`src/rtl/counter_ctrl_pkg.sv`:
```
// Shared state encoding and command bundle for the counter run/pause/clear sequencer.
// Pure type definitions: no latency, no backpressure.
package counter_ctrl_pkg;

    localparam int STATE_W = 2;

    typedef enum logic [STATE_W-1:0] {
        ST_IDLE  = 2'd0,
        ST_RUN   = 2'd1,
        ST_PAUSE = 2'd2,
        ST_CLR   = 2'd3
    } state_t;

    typedef struct packed {
        logic clear;
        logic stop;
        logic start;
        logic step;
        logic mode;
    } cmd_t;

endpackage

```
`src/rtl/counter_ctrl_tick.sv`:
```
// Prescaler: tick every TICK_DIV cycles while run is high, counter held at zero otherwise.
// Latency: tick is combinational from the counter; no backpressure (free-running while run).
module tick_gen #(
    parameter int TICK_DIV = 50_000_000,
    parameter int DIV_W    = 26
) (
    input  logic clk,
    input  logic reset_n,
    input  logic run,
    output logic tick
);

    localparam logic [DIV_W-1:0] DIV_LAST = DIV_W'(TICK_DIV - 1);

    logic [DIV_W-1:0] div_cnt;

    assign tick = run && (div_cnt == DIV_LAST);

    always_ff @(posedge clk or negedge reset_n) begin
        if (!reset_n) begin
            div_cnt <= '0;
        end else if (!run || tick) begin
            div_cnt <= '0;
        end else begin
            div_cnt <= div_cnt + DIV_W'(1);
        end
    end

endmodule

```
`src/rtl/counter_ctrl.sv`:
```
// Run/pause/clear sequencer driving the lab counter's enable, mode select and clear.
// Latency: command registered at edge k, state/outputs update at edge k+1; no backpressure, overlapping commands resolve by priority.
module counter_ctrl
    import counter_ctrl_pkg::*;
#(
    parameter int TICK_DIV   = 50_000_000,
    parameter int DIV_W      = 26,
    parameter int CLR_CYCLES = 2
) (
    input  logic               clk_ctrl,
    input  logic               reset_n_ctrl,
    input  logic               start_ctrl,
    input  logic               stop_ctrl,
    input  logic               clear_ctrl,
    input  logic               step_ctrl,
    input  logic               mode_ctrl,
    output logic               enable_count,
    output logic               selector_count,
    output logic               reset_count,
    output logic [STATE_W-1:0] state_ctrl
);

    localparam int CLR_W = (CLR_CYCLES > 1) ? $clog2(CLR_CYCLES) : 1;
    localparam logic [CLR_W-1:0] CLR_LAST = CLR_W'(CLR_CYCLES - 1);

    cmd_t             cmd_d;
    cmd_t             cmd_q;
    state_t           state_q;
    state_t           state_nxt;
    logic [CLR_W-1:0] clr_cnt_q;
    logic [CLR_W-1:0] clr_cnt_nxt;
    logic             sel_load;
    logic             step_fire;
    logic             tick;

    assign cmd_d = '{clear: clear_ctrl, stop: stop_ctrl, start: start_ctrl,
                     step: step_ctrl, mode: mode_ctrl};

    always_ff @(posedge clk_ctrl or negedge reset_n_ctrl) begin
        if (!reset_n_ctrl) begin
            cmd_q <= '0;
        end else begin
            cmd_q <= cmd_d;
        end
    end

    // Each branch acts on at most one command, giving clear > stop > start > step.
    always_comb begin
        state_nxt   = state_q;
        clr_cnt_nxt = clr_cnt_q;
        sel_load    = 1'b0;
        step_fire   = 1'b0;
        if (state_q != ST_CLR && cmd_q.clear) begin
            state_nxt   = ST_CLR;
            clr_cnt_nxt = CLR_LAST;
        end else begin
            unique case (state_q)
                ST_IDLE: begin
                    if (cmd_q.start) begin
                        state_nxt = ST_RUN;
                        sel_load  = 1'b1;
                    end else if (cmd_q.step) begin
                        step_fire = 1'b1;
                        sel_load  = 1'b1;
                    end
                end
                ST_RUN: begin
                    if (cmd_q.stop) begin
                        state_nxt = ST_PAUSE;
                    end
                end
                ST_PAUSE: begin
                    if (cmd_q.stop) begin
                        state_nxt = ST_IDLE;
                    end else if (cmd_q.start) begin
                        state_nxt = ST_RUN;
                        sel_load  = 1'b1;
                    end else if (cmd_q.step) begin
                        step_fire = 1'b1;
                        sel_load  = 1'b1;
                    end
                end
                ST_CLR: begin
                    if (clr_cnt_q == '0) begin
                        state_nxt = ST_IDLE;
                    end else begin
                        clr_cnt_nxt = clr_cnt_q - CLR_W'(1);
                    end
                end
            endcase
        end
    end

    // Prescaler follows the next state so a stop suppresses a due tick and
    // the first tick lands TICK_DIV edges after the start is sampled.
    tick_gen #(
        .TICK_DIV (TICK_DIV),
        .DIV_W    (DIV_W)
    ) u_tick_gen (
        .clk     (clk_ctrl),
        .reset_n (reset_n_ctrl),
        .run     (state_nxt == ST_RUN),
        .tick    (tick)
    );

    always_ff @(posedge clk_ctrl or negedge reset_n_ctrl) begin
        if (!reset_n_ctrl) begin
            state_q        <= ST_CLR;
            clr_cnt_q      <= CLR_LAST;
            reset_count    <= 1'b1;
            enable_count   <= 1'b0;
            selector_count <= 1'b0;
        end else begin
            state_q      <= state_nxt;
            clr_cnt_q    <= clr_cnt_nxt;
            reset_count  <= (state_nxt == ST_CLR);
            enable_count <= tick | step_fire;
            if (sel_load) begin
                selector_count <= cmd_q.mode;
            end
        end
    end

    assign state_ctrl = state_q;

endmodule

```
`config.mk`:
```
export PLATFORM = sky130hd
export DESIGN_NAME = counter_ctrl
export DESIGN_NICKNAME = d
export VERILOG_FILES = /design/src/rtl/counter_ctrl_pkg.sv /design/src/rtl/counter_ctrl_tick.sv /design/src/rtl/counter_ctrl.sv
export SDC_FILE = /design/constraint.sdc
export NUM_CORES = 1
export LEC_CHECK = 0
export CORE_MARGIN = 2
export CORE_UTILIZATION = 63
export DETAILED_ROUTE_END_ITERATION = 8
export GPL_TIMING_DRIVEN = 0
export HOLD_SLACK_MARGIN = 0.05
export PLACE_DENSITY = 0.89
export SKIP_LAST_GASP = 1
export SLEW_MARGIN = 30
export SYNTH_ARGS = -nofsm -noshare
export SYNTH_HDL_FRONTEND = slang
export SYNTH_SLANG_ARGS = --single-unit
```
`constraint.sdc`:
```
create_clock -name clk_ctrl -period 5.1 [get_ports clk_ctrl]
set_clock_uncertainty 0.1 [all_clocks]
set_input_delay 0.51 -clock clk_ctrl [delete_from_list [all_inputs] [get_ports clk_ctrl]]
set_output_delay 0.51 -clock clk_ctrl [all_outputs]
set_load 0.05 [all_outputs]
```
* Word-level counts from Yosys, hierarchy flattened
Index checks and enable logic that the tools add are counted.
** Word-level totals
- Register bits after elaboration :: 37
- Latch bits :: 0
- RAM bits :: 0
- Bits in read-only memories :: 0
- Input bits :: 7
- Output and inout bits :: 5
- Logic and storage cells :: 46
- Memories :: 0
** Operators by class
- Add/subtract/negate cells :: 2
- Multiply operators :: 0
- Div/mod/pow operators :: 0
- $lt $le $gt $ge :: 0
- Equal/unequal tests :: 7
- Shift-type cells :: 0
- Muxes and demuxes :: 19
- Bitwise operators :: 1
- Reduce and logical (&&, ||, !) cells :: 6
** Operator list (number)
- $add 26x1->26 const B :: 1
- $eq 26x26->1 const B :: 1
- $mux 26 :: 1
- $mux 1 :: 10
- $mux 2 :: 5
- $pmux 2 s4 :: 1
- $eq 2x2->1 const B :: 3
- $eq 2x1->1 const B :: 2
- $pmux 1 s2 :: 2
- $logic_and 1x1->1 :: 2
- $logic_not 2->1 :: 1
- $ne 2x2->1 const B :: 1
- $reduce_bool 2->1 :: 1
- $logic_not 1->1 :: 1
- $logic_or 1x1->1 :: 1
- $or 1x1->1 :: 1
- $sub 1x1->1 const B :: 1

* Depth between registers and ports, before layout
Gate-level depths: netlist (run 1).
- Word-level depth :: 8
- Depth in mapped cells :: 6
- Depth with buffers taken out :: 5

* Modules after synthesis
Synthesis (run 1) repeated with hierarchy kept, for this count alone.
** Unflattened totals
- Cell total of the unflattened synthesis :: 182
- Area, all modules :: 1829.3 sq um
** Modules (own cells, without submodules)
- tick_gen :: instances 1, cells each 152, area each 1422.6 sq um, sequential area each 650.6 sq um
- counter_ctrl :: instances 1, cells each 30, area each 406.6 sq um, sequential area each 280.3 sq um

* Least setup slack after synthesis (run 1)
Ideal clock, no wire load.
- Kind :: register -> register
- Start :: register state_q[0], in the netlist state_ctrl[0]
- End :: register u_tick_gen.div_cnt[18]
- Arrival time :: 1.856 ns
- Required time :: 4.906 ns
- Setup slack :: 3.050 ns
- Cell stages (with the launch flop) :: 7
- Clock period less this slack :: 2.050 ns
- Cell sequence :: dfstp_2 -> buf_2 -> nor2_1 -> a211oi_1 -> o21bai_2 -> clkbuf_1 -> a211oi_1
** Between the ends
- Word-level cells in the longest chain between the ends :: 8
- Elaborated cells on any way between the ends :: 17
** RTL lines
- start: declaration :: line counter_ctrl.sv:28 : state_t state_q;
- start signal: assignment :: line counter_ctrl.sv:114 : state_q <= state_nxt;
- $mux 2 :: line counter_ctrl.sv:59, counter_ctrl.sv:75
- $mux 2 :: line counter_ctrl.sv:73 : if (cmd_q.stop) begin
- $pmux 2 s4 :: line counter_ctrl.sv:57 : unique case (state_q)
- $mux 2 * :: line counter_ctrl.sv:53 : if (state_q != ST_CLR && cmd_q.clear) begin
- $eq 2x1->1 * :: line counter_ctrl.sv:102 : .run (state_nxt == ST_RUN),
- $logic_not 1->1 or $logic_and 1x1->1 (tied branches) :: line counter_ctrl_tick.sv:22, counter_ctrl_tick.sv:17
- $logic_or 1x1->1 * :: line counter_ctrl_tick.sv:22 : end else if (!run || tick) begin
- $mux 26 * :: line counter_ctrl_tick.sv:22
- end signal: assignment :: line counter_ctrl_tick.sv:25 : div_cnt <= div_cnt + DIV_W'(1);
- end: declaration :: line counter_ctrl_tick.sv:15 : logic [DIV_W-1:0] div_cnt;
Mark *: on every way between the ends. The rest lies on a longest branch, timed or not.
A chain may end at the register's enable or synchronous reset.

* Worst setup path after layout (run 1)
- Start :: register state_q[1], in the netlist state_ctrl[1]
- End :: output state_ctrl[1]
** RTL lines
- end: declaration :: line counter_ctrl.sv:20 : output logic [STATE_W-1:0] state_ctrl
No word-level cell between the ends.

==> flow_metrics.env, run 1 <==
export IMPL_outcome="finished, final reports clean"
export IMPL_synth_async_reset_ratio_pct=100.0
export IMPL_start_util_pct=65.08
export IMPL_post_drt_wl_per_cell_um=17.24
export IMPL_first_pass_iters=4
export IMPL_p_leak_nw=0.8597
export IMPL_min_from="u_tick_gen.div_cnt[0]$_DFF_PN0_"
export IMPL_netlist_instances=179
export IMPL_ys_seq_elements=37
export IMPL_synth_seq_area_share_pct=48.03
export IMPL_p_int_mw=0.4499
export IMPL_hold_class="reg2reg"
export IMPL_num_vias=1532
export IMPL_synth_top_cell_area_share_pct=42.61
export IMPL_row_count=20
export IMPL_synth_area_leaders="dfrtp_1, dfstp_2, a211oi_1, xor2_1, nor3_1"
export IMPL_reg2regPathDepth=6
export IMPL_finalHoldViolations=0
export IMPL_drc_errors=0
export IMPL_placedCellCount=224
export IMPL_tns_ps=0
export IMPL_chipHeight_um=59.47
export IMPL_ys_warn_count=0
export IMPL_worstSetupEndpointType="output port"
export IMPL_pwr_share_seq_pct=50.4
export IMPL_syn_num_nets=187
export IMPL_vias_per_cell=6.575
export IMPL_grt_pass1_vias=1523
export IMPL_clk_latency_ps=350
export IMPL_hpwl_mm=2.958
export IMPL_avgSynthCellArea_um2=10.83
export IMPL_crit_fanout=8
export IMPL_initialDrtViolationCount=102
export IMPL_drive_above_1_share_pct=18.50
export IMPL_antenna_cells=0
export IMPL_worst_slew_pin_slew_ps=490.9
export IMPL_cts_root_buf="clkbuf_4"
export IMPL_fmax_ghz=0.4152
export IMPL_cts_sinks=37
export IMPL_comb_power_share_pct=28.0
export IMPL_cp_top_family="buffers and inverters"
export IMPL_drv_cap=0
export IMPL_cp_start_kind="register"
export IMPL_final_cells=233
export IMPL_irDropWorstVdd_mv=0.2623
export IMPL_placement_io_buffers=11
export IMPL_io_pins=12
export IMPL_clock_path_buffers=2
export IMPL_worstHoldPathCells=1
export IMPL_fp_dieW_um=59.47
export IMPL_maxSlewViolCount=0
export IMPL_grt_first_pass_wirelength_mm=7.051
export IMPL_yosysMostFrequentCell="dfrtp_1"
export IMPL_power_density_nw_per_um2=320.8
export IMPL_slowest_delay_ps=830
export IMPL_grt_overflow=0
export IMPL_power_switching_mw=0.2485
export IMPL_critPathArrivalTime_ps=1800
export IMPL_syn_area_um2=1938
export IMPL_dieArea_um2=3536
export IMPL_worst_path_buf_inv=1
export IMPL_rsz0062_at_grt="false"
export IMPL_cts_max_level=2
export IMPL_synthTopCellsByCount="dfrtp_1, a211oi_1, nor3_1"
export IMPL_yosysTopAreaCell="dfrtp_1"
export IMPL_cp_slowest_cell="clkdlybuf4s50_1"
export IMPL_min_to="u_tick_gen.div_cnt[0]$_DFF_PN0_"
export IMPL_slew_headroom_pct=67.02
export IMPL_cts_tree="done"
export IMPL_post_cts_resize_count=0
export IMPL_wl_mm=4.017
export IMPL_area_growth_pct=12.33
export IMPL_antenna_found_initial=0
export IMPL_ant_nets=0
export IMPL_grt_max_degree=20
export IMPL_setup_viol_count_final=0
export IMPL_multiInputGateArea_um2=927.1
export IMPL_path_cells="clkdlybuf4s50_1"
export IMPL_synth_edf_count=0
export IMPL_required_ps=4490
export IMPL_worstReg2RegEnd="u_tick_gen.div_cnt[21]$_DFF_PN0_"
export IMPL_regArea_um2=930.9
export IMPL_reg2reg_from="u_tick_gen.div_cnt[0]$_DFF_PN0_"
export IMPL_ys_flop_type="dfrtp_1"
export IMPL_yosysUniqueCellTypes=46
export IMPL_grt_usage_pct=27.16
export IMPL_switching_share_pct=35.59
export IMPL_clkTransAtPathRegs_ps=110
export IMPL_critPathKind="reg2out"
export IMPL_power_share_clock_pct=21.7
export IMPL_fin_crit_ps=2409
export IMPL_place_congestion=0.8499
export IMPL_fillers=213
export IMPL_nets=207
export IMPL_core_area_um2=2978
export IMPL_cts_made_buffers=5
export IMPL_r2r_slack_ps=2880
export IMPL_period_share_pct=47.23
power groups by stage:
stage | Clock [mW] | Sequential [mW] | Combinational [mW]
after floorplan | 0 | 0.411 | 0.0744
after global placement | 0 | 0.353 | 0.185
after detailed placement | 0 | 0.357 | 0.196
after CTS | 0.155 | 0.352 | 0.197
after global routing | 0.166 | 0.354 | 0.214
final | 0.151 | 0.352 | 0.195
final cells by class:
| cell class | count | area share (%) |
|---|---|---|
| sequential | 37 | 42.76 |
| timing repair buffer | 13 | 6.552 |
| multi-input combinational | 128 | 42.59 |
| tap | 33 | 1.897 |
| buffer | 8 | 2.644 |
| inverter | 6 | 1.034 |
| clock buffer | 5 | 1.724 |
| clock inverter | 3 | 0.8046 |
cell usage in the layout, fill, tap and decap left out, drive strengths merged, types with 8 or more instances in the layout:
cell type,instances
a211oi,16
clkbuf,8
clkdlybuf4s50,10
dfrtp,33
nand2,10
nand4,9
nor2,8
nor3,12
o21ai,8
worst max path at each step:
stage	start	to	depth (start not counted)
floorplan	state_ctrl[0]$_DFF_PN1_	u_tick_gen.div_cnt[18]$_DFF_PN0_	6
global placement	reset_n_ctrl	u_tick_gen.div_cnt[1]$_DFF_PN0_	1
detailed placement	u_tick_gen.div_cnt[0]$_DFF_PN0_	u_tick_gen.div_cnt[21]$_DFF_PN0_	6
CTS	state_ctrl[1]$_DFF_PN1_	state_ctrl[1]	1
global route	state_ctrl[1]$_DFF_PN1_	state_ctrl[1]	1
finish	state_ctrl[1]$_DFF_PN1_	state_ctrl[1]	1
flip-flops by register name, summed over array words and instances (netlist names):
register / count
clr_cnt_q: 1
reset_count: 1
cmd_q: 5
state_ctrl: 2
selector_count: 1
u_tick_gen.div_cnt: 26
enable_count: 1
stage by stage:
step                      total power [mW]  util, %  cell area [um2]  hold slack [ps]  setup slack, ps
after floorplan                     0.4858        -             1938            114.4             3050
after global placement              0.5386    70.17             2090            347.9             2705
after detailed placement            0.5532    70.92             2112            363.4             2901
after CTS                           0.7039    73.11             2177            377.6             2688
after global routing                0.7344    73.11             2177            401.8             2653
final                               0.6984    73.11             2177            370.3             2691
layer usage:
layer	share of wire [%]	up-vias	wire length (um)	GRT usage [%]
met5	0	-	0	0
met2	52	43	2072	43.49
met4	1.7	0	69	9.416
li1	-	722	-	-
met1	41	758	1662	35.85
met3	5.3	9	213	6.769
kinds of logic (layout without fill, tap and decap cells):
kind of cell / after synthesis / in the layout / synth area share [%]
XOR/XNOR: 11 / 11 / 4.971
buffers and inverters: 14 / 35 / 4.131
adder cells (fa/ha/maj): 1 / 1 / 0.6455
AND/OR/NAND/NOR: 76 / 76 / 26.53
AO/OA/AOI/OAI: 39 / 39 / 15.11
flip-flops: 37 / 37 / 48.03
multiplexers: 1 / 1 / 0.5810
what timing repair did:
action,4_1_cts,5_1_grt
endpoints found under the setup margin,0,0
hold buffers,1,0
buffers inserted,0,0
endpoints found under the hold margin,18,0
Note: power is estimated with default switching activity, not from simulation.
==> run 2: changes to the inputs <==
- CORE_UTILIZATION: 63 -> 53
- PLACE_DENSITY: 0.89 -> 0.8
- clock period: 5.1 -> 2.2 ns (I/O delays scaled with it)
==> flow_metrics.env, run 2 (synthesized netlist as in run 1, its figures left out) <==
export IMPL_maxSlewViolCount=0
export IMPL_pwr_share_seq_pct=43.4
export IMPL_chipHeight_um=64.47
export IMPL_io_pins=12
export IMPL_core_area_um2=3416
export IMPL_cp_common_cell="buf_4"
export IMPL_worstSetupEndpointType="register"
export IMPL_grt_max_degree=24
export IMPL_dieArea_um2=4156
export IMPL_power_share_clock_pct=31.9
export IMPL_antenna_found_initial=0
export IMPL_grt_usage_pct=21.05
export IMPL_worst_slew_pin_slew_ps=499.4
export IMPL_crit_fanout=10
export IMPL_vias_per_cell=6.161
export IMPL_hold_class="in2reg"
export IMPL_comb_power_share_pct=24.6
export IMPL_p_int_mw=1.284
export IMPL_final_common_cell="dfrtp_1"
export IMPL_cts_made_buffers=5
export IMPL_drive_above_1_share_pct=21.29
export IMPL_critPathArrivalTime_ps=2240
export IMPL_largest_register="u_tick_gen.div_cnt"
export IMPL_required_ps=2320
export IMPL_worst_path_buf_inv=2
export IMPL_power_density_nw_per_um2=822.5
export IMPL_fin_util_pct=66.67
export IMPL_period_share_pct=96.37
export IMPL_outcome="finished, final reports clean"
export IMPL_cp_slowest_cell="or3_4"
export IMPL_setup_viol_count_final=0
export IMPL_clkTransAtPathRegs_ps=120
export IMPL_critPathKind="reg2reg"
export IMPL_place_congestion=0.8970
export IMPL_slew_headroom_pct=66.61
export IMPL_post_drt_wl_per_cell_um=16.24
export IMPL_path_cells="ha_2 > nand3_2 > or3_4 > nor4_4 > buf_4 > buf_4 > nor3_1"
export IMPL_cts_max_level=2
export IMPL_cts_root_buf="clkbuf_4"
export IMPL_most_common_layout_cells="dfrtp_1, nor3_1, a211oi_1"
export IMPL_grt_overflow=0
export IMPL_first_pass_iters=4
export IMPL_largest_reg_flops=26
export IMPL_hpwl_mm=2.915
export IMPL_power_switching_mw=0.5893
export IMPL_num_vias=1528
export IMPL_antenna_cells=0
export IMPL_rsz0062_at_grt="false"
export IMPL_row_count=21
export IMPL_finalHoldViolations=0
export IMPL_placement_io_buffers=11
export IMPL_p_leak_nw=0.8985
export IMPL_cts_tree="done"
export IMPL_clock_path_buffers=2
export IMPL_nets=209
export IMPL_start_util_pct=56.74
export IMPL_cp_start_kind="register"
export IMPL_drv_cap=0
export IMPL_fp_dieW_um=64.47
export IMPL_cts_sinks=37
export IMPL_fmax_ghz=0.4717
export IMPL_switching_share_pct=31.46
export IMPL_grt_first_pass_wirelength_mm=6.810
export IMPL_final_cells=248
export IMPL_ant_nets=0
export IMPL_fillers=266
export IMPL_grt_pass1_vias=1493
export IMPL_cp_top_family="simple AND/OR/NAND/NOR gates"
export IMPL_slowest_delay_ps=430
export IMPL_initialDrtViolationCount=93
export IMPL_placedCellCount=237
export IMPL_fin_crit_ps=2120
export IMPL_drc_errors=0
export IMPL_clk_latency_ps=350
export IMPL_area_growth_pct=17.49
export IMPL_wl_mm=4.028
export IMPL_irDropWorstVdd_mv=0.5671
## run 2: cell types whose count changed in the layout (fill, tap and decap cells not counted)
| cell | delta |
|---|---|
| bufinv_16 | +2 |
| clkinv_2 | -2 |
| a211oi_1 | -1 |
| a211oi_2 | +1 |
| buf_4 | +1 |
| buf_6 | +1 |
| clkbuf_1 | -1 |
| clkbuf_2 | +1 |
| clkinvlp_4 | -1 |
| ha_1 | -1 |
| ha_2 | +1 |
| inv_6 | +1 |
| or3_1 | -1 |
| or3_4 | +1 |
## run 2: routing by layer
layer	part of all wire, %	track usage, %	wire (um)	vias to the layer above
met5	0	0	0	-
met4	0.89	4.787	36	0
met3	4.0	4.514	163	5
met2	49	35.03	1973	34
met1	46	28.46	1854	760
li1	-	-	-	729
## run 2: layout make-up
cell class / instances / area [um2] / area share (%)
multi-input combinational: 128 / 939.7 / 41.26
sequential: 37 / 930.9 / 40.88
timing repair buffer: 15 / 157.7 / 6.923
clock inverter: 3 / 68.82 / 3.022
buffer: 8 / 62.56 / 2.747
tap: 46 / 57.56 / 2.527
clock buffer: 5 / 37.54 / 1.648
inverter: 6 / 22.52 / 0.9890
## run 2: through the flow
step | setup WS [ps] | setup TNS (ps) | hold slack [ps] | area (um2) | power, mW
after floorplan | 149.7 | 0 | -175.6 | 1938 | 1.126
after global placement | -31.60 | -414.0 | 347.7 | 2106 | 1.252
after detailed placement | -61.40 | -636.8 | 59.15 | 2128 | 1.278
after CTS | 3.228 | 0 | 186.9 | 2261 | 1.874
after global routing | 3.676 | 0 | 184.5 | 2277 | 1.947
final | 79.81 | 0 | 193.1 | 2277 | 1.873
## run 2: power by group through the flow
stage / logic [mW] / clock network, mW / registers (mW)
6_report: 0.461 / 0.598 / 0.813
5_1_grt: 0.501 / 0.625 / 0.821
4_1_cts: 0.459 / 0.605 / 0.810
3_5_place_dp: 0.453 / 0 / 0.825
3_3_place_gp: 0.433 / 0 / 0.819
2_1_floorplan: 0.172 / 0 / 0.954
## run 2: repair_timing
item                                   4_1_cts  5_1_grt
resized for setup                            1        4
setup endpoints to repair                   20       24
buffers inserted                             2        0
pin swaps                                    1        0
endpoints found under the hold margin       33        0
hold buffers                                 1        0
## run 2: worst paths after layout
check	depth (start not counted)	from	slack [ps]	end
max	7	u_tick_gen.div_cnt[0]$_DFF_PN0_	80	u_tick_gen.div_cnt[10]$_DFF_PN0_
min	1	start_ctrl	190	cmd_q[2]$_DFF_PN0_
max reg2reg	7	u_tick_gen.div_cnt[0]$_DFF_PN0_	80	u_tick_gen.div_cnt[10]$_DFF_PN0_
min reg2reg	1	u_tick_gen.div_cnt[0]$_DFF_PN0_	380	u_tick_gen.div_cnt[0]$_DFF_PN0_
max in group asynchronous	3	reset_n_ctrl	1280	state_ctrl[1]$_DFF_PN1_
min in group asynchronous	2	reset_n_ctrl	210	u_tick_gen.div_cnt[17]$_DFF_PN0_
==> run 3: changes to the inputs <==
- CORE_ASPECT_RATIO: default -> 1.75
- CTS_CLUSTER_DIAMETER: default -> 150
==> flow_metrics.env, run 3 (synthesized netlist as in run 1, its figures left out) <==
export IMPL_antenna_found_initial=0
export IMPL_grt_usage_pct=23.23
export IMPL_nets=209
export IMPL_period_share_pct=94.15
export IMPL_setup_viol_count_final=0
export IMPL_required_ps=2250
export IMPL_clock_path_buffers=2
export IMPL_critPathKind="reg2reg"
export IMPL_vias_per_cell=6.387
export IMPL_p_int_mw=1.141
export IMPL_power_density_nw_per_um2=772.5
export IMPL_worstReg2RegEnd="u_tick_gen.div_cnt[15]$_DFF_PN0_"
export IMPL_finalHoldViolations=0
export IMPL_io_pins=12
export IMPL_hpwl_mm=3.181
export IMPL_grt_pass1_vias=1609
export IMPL_outcome="finished, final reports clean"
export IMPL_cts_max_level=2
export IMPL_dieArea_um2=4175
export IMPL_cp_start_kind="register"
export IMPL_ant_nets=0
export IMPL_grt_max_degree=27
export IMPL_antenna_cells=0
export IMPL_reg2regPathDepth=6
export IMPL_r2r_slack_ps=130
export IMPL_fin_crit_ps=2071
export IMPL_post_drt_wl_per_cell_um=17.32
export IMPL_core_area_um2=3556
export IMPL_cts_tree="done"
export IMPL_worst_slew_pin_slew_ps=508.6
export IMPL_comb_power_share_pct=26.3
export IMPL_drv_cap=0
export IMPL_power_switching_mw=0.5879
export IMPL_placedCellCount=237
export IMPL_placement_io_buffers=11
export IMPL_clk_latency_ps=290
export IMPL_drive_above_1_share_pct=20.30
export IMPL_first_pass_iters=4
export IMPL_cts_root_buf="clkbuf_8"
export IMPL_final_cells=248
export IMPL_fp_dieW_um=49.71
export IMPL_slew_headroom_pct=65.99
export IMPL_irDropWorstVdd_mv=0.7294
export IMPL_place_congestion=0.9227
export IMPL_hold_class="in2async"
export IMPL_fmax_ghz=0.4828
export IMPL_num_vias=1584
export IMPL_most_common_layout_cells="dfrtp_1, nor3_1, a211oi_1"
export IMPL_wl_mm=4.295
export IMPL_cts_made_buffers=5
export IMPL_switching_share_pct=34.00
export IMPL_largest_reg_flops=26
export IMPL_clkTransAtPathRegs_ps=70
export IMPL_drc_errors=0
export IMPL_tns_ps=0
export IMPL_p_leak_nw=0.8823
export IMPL_maxSlewViolCount=0
export IMPL_grt_overflow=0
export IMPL_row_count=29
export IMPL_chipHeight_um=84.00
export IMPL_crit_fanout=10
export IMPL_cts_sinks=37
export IMPL_critPathArrivalTime_ps=2120
export IMPL_initialDrtViolationCount=57
export IMPL_final_common_cell="dfrtp_1"
export IMPL_fin_util_pct=62.95
export IMPL_reg2reg_from="u_tick_gen.div_cnt[0]$_DFF_PN0_"
export IMPL_start_util_pct=54.50
export IMPL_pwr_share_seq_pct=47.0
export IMPL_largest_register="u_tick_gen.div_cnt"
export IMPL_grt_first_pass_wirelength_mm=7.417
export IMPL_rsz0062_at_grt="false"
export IMPL_area_growth_pct=15.49
export IMPL_worstSetupEndpointType="register"
export IMPL_power_share_clock_pct=26.7
run 3: cell count changes in the layout (fill, tap and decap cells not counted), sizes merged:
cell / previous run / this run
buf: 9 / 10
bufinv: 2 / 0
clkbuf: 8 / 7
clkinv: 0 / 2
clkinvlp: 0 / 1
inv: 7 / 6
run 3: worst max path at each step:
stage | from | to
2_1_floorplan | state_ctrl[0]$_DFF_PN1_ | u_tick_gen.div_cnt[18]$_DFF_PN0_
3_3_place_gp | reset_n_ctrl | u_tick_gen.div_cnt[6]$_DFF_PN0_
3_5_place_dp | u_tick_gen.div_cnt[0]$_DFF_PN0_ | u_tick_gen.div_cnt[15]$_DFF_PN0_
4_1_cts | state_ctrl[0]$_DFF_PN1_ | u_tick_gen.div_cnt[20]$_DFF_PN0_
5_1_grt | state_ctrl[0]$_DFF_PN1_ | u_tick_gen.div_cnt[22]$_DFF_PN0_
6_report | u_tick_gen.div_cnt[0]$_DFF_PN0_ | u_tick_gen.div_cnt[15]$_DFF_PN0_
run 3: layout make-up:
class,count,area (um2)
Buffer,8,58.81
Clock buffer,5,68.82
Clock inverter,3,17.52
Fill cell,303,1318
Inverter,6,22.52
Multi-Input combinational cell,128,932.1
Sequential cell,37,930.9
Tap cell,46,57.56
Timing Repair Buffer,15,150.1
run 3: worst max-delay path, cell delays in order (launching register included):
cell	delay [ps]
dfrtp_1	380
ha_1	230
nand3_2	160
or3_1	450
nor4_4	290
buf_4	260
a211oi_1	60
run 3: timing repair:
action / 4_1_cts / 5_1_grt
endpoints found under the hold margin: 37 / 0
hold buffers: 1 / 0
resized for setup: 0 / 4
pin swaps: 1 / 1
buffers inserted: 2 / 0
cloned: 0 / 0
endpoints found under the setup margin: 3 / 20
run 3: power groups by stage:
stage	clock, mW	combinational, mW	sequential [mW]
floorplan	0	0.172	0.954
global placement	0	0.435	0.819
detailed placement	0	0.455	0.827
CTS	0.479	0.457	0.813
global route	0.501	0.497	0.823
finish	0.462	0.454	0.813
run 3: routing by layer:
metal / part of all wire [%] / vias up / GRT usage, %
met5: 0 / - / 0
met4: 2.9 / 0 / 11.11
met3: 2.8 / 14 / 5.376
met2: 56 / 42 / 41.45
met1: 38 / 802 / 24.91
li1: - / 726 / -
run 3: stage by stage:
stage          hold WS, ps  setup slack (ps)  power, mW  area (um2)
3_3_place_gp         347.1             47.03      1.254        2106
4_1_cts              252.0             25.33      1.749        2232
6_report             258.1             128.7      1.729        2238
2_1_floorplan       -175.6             149.7      1.126        1938
5_1_grt              259.3             6.564      1.821        2238
3_5_place_dp         18.42             14.14      1.282        2121
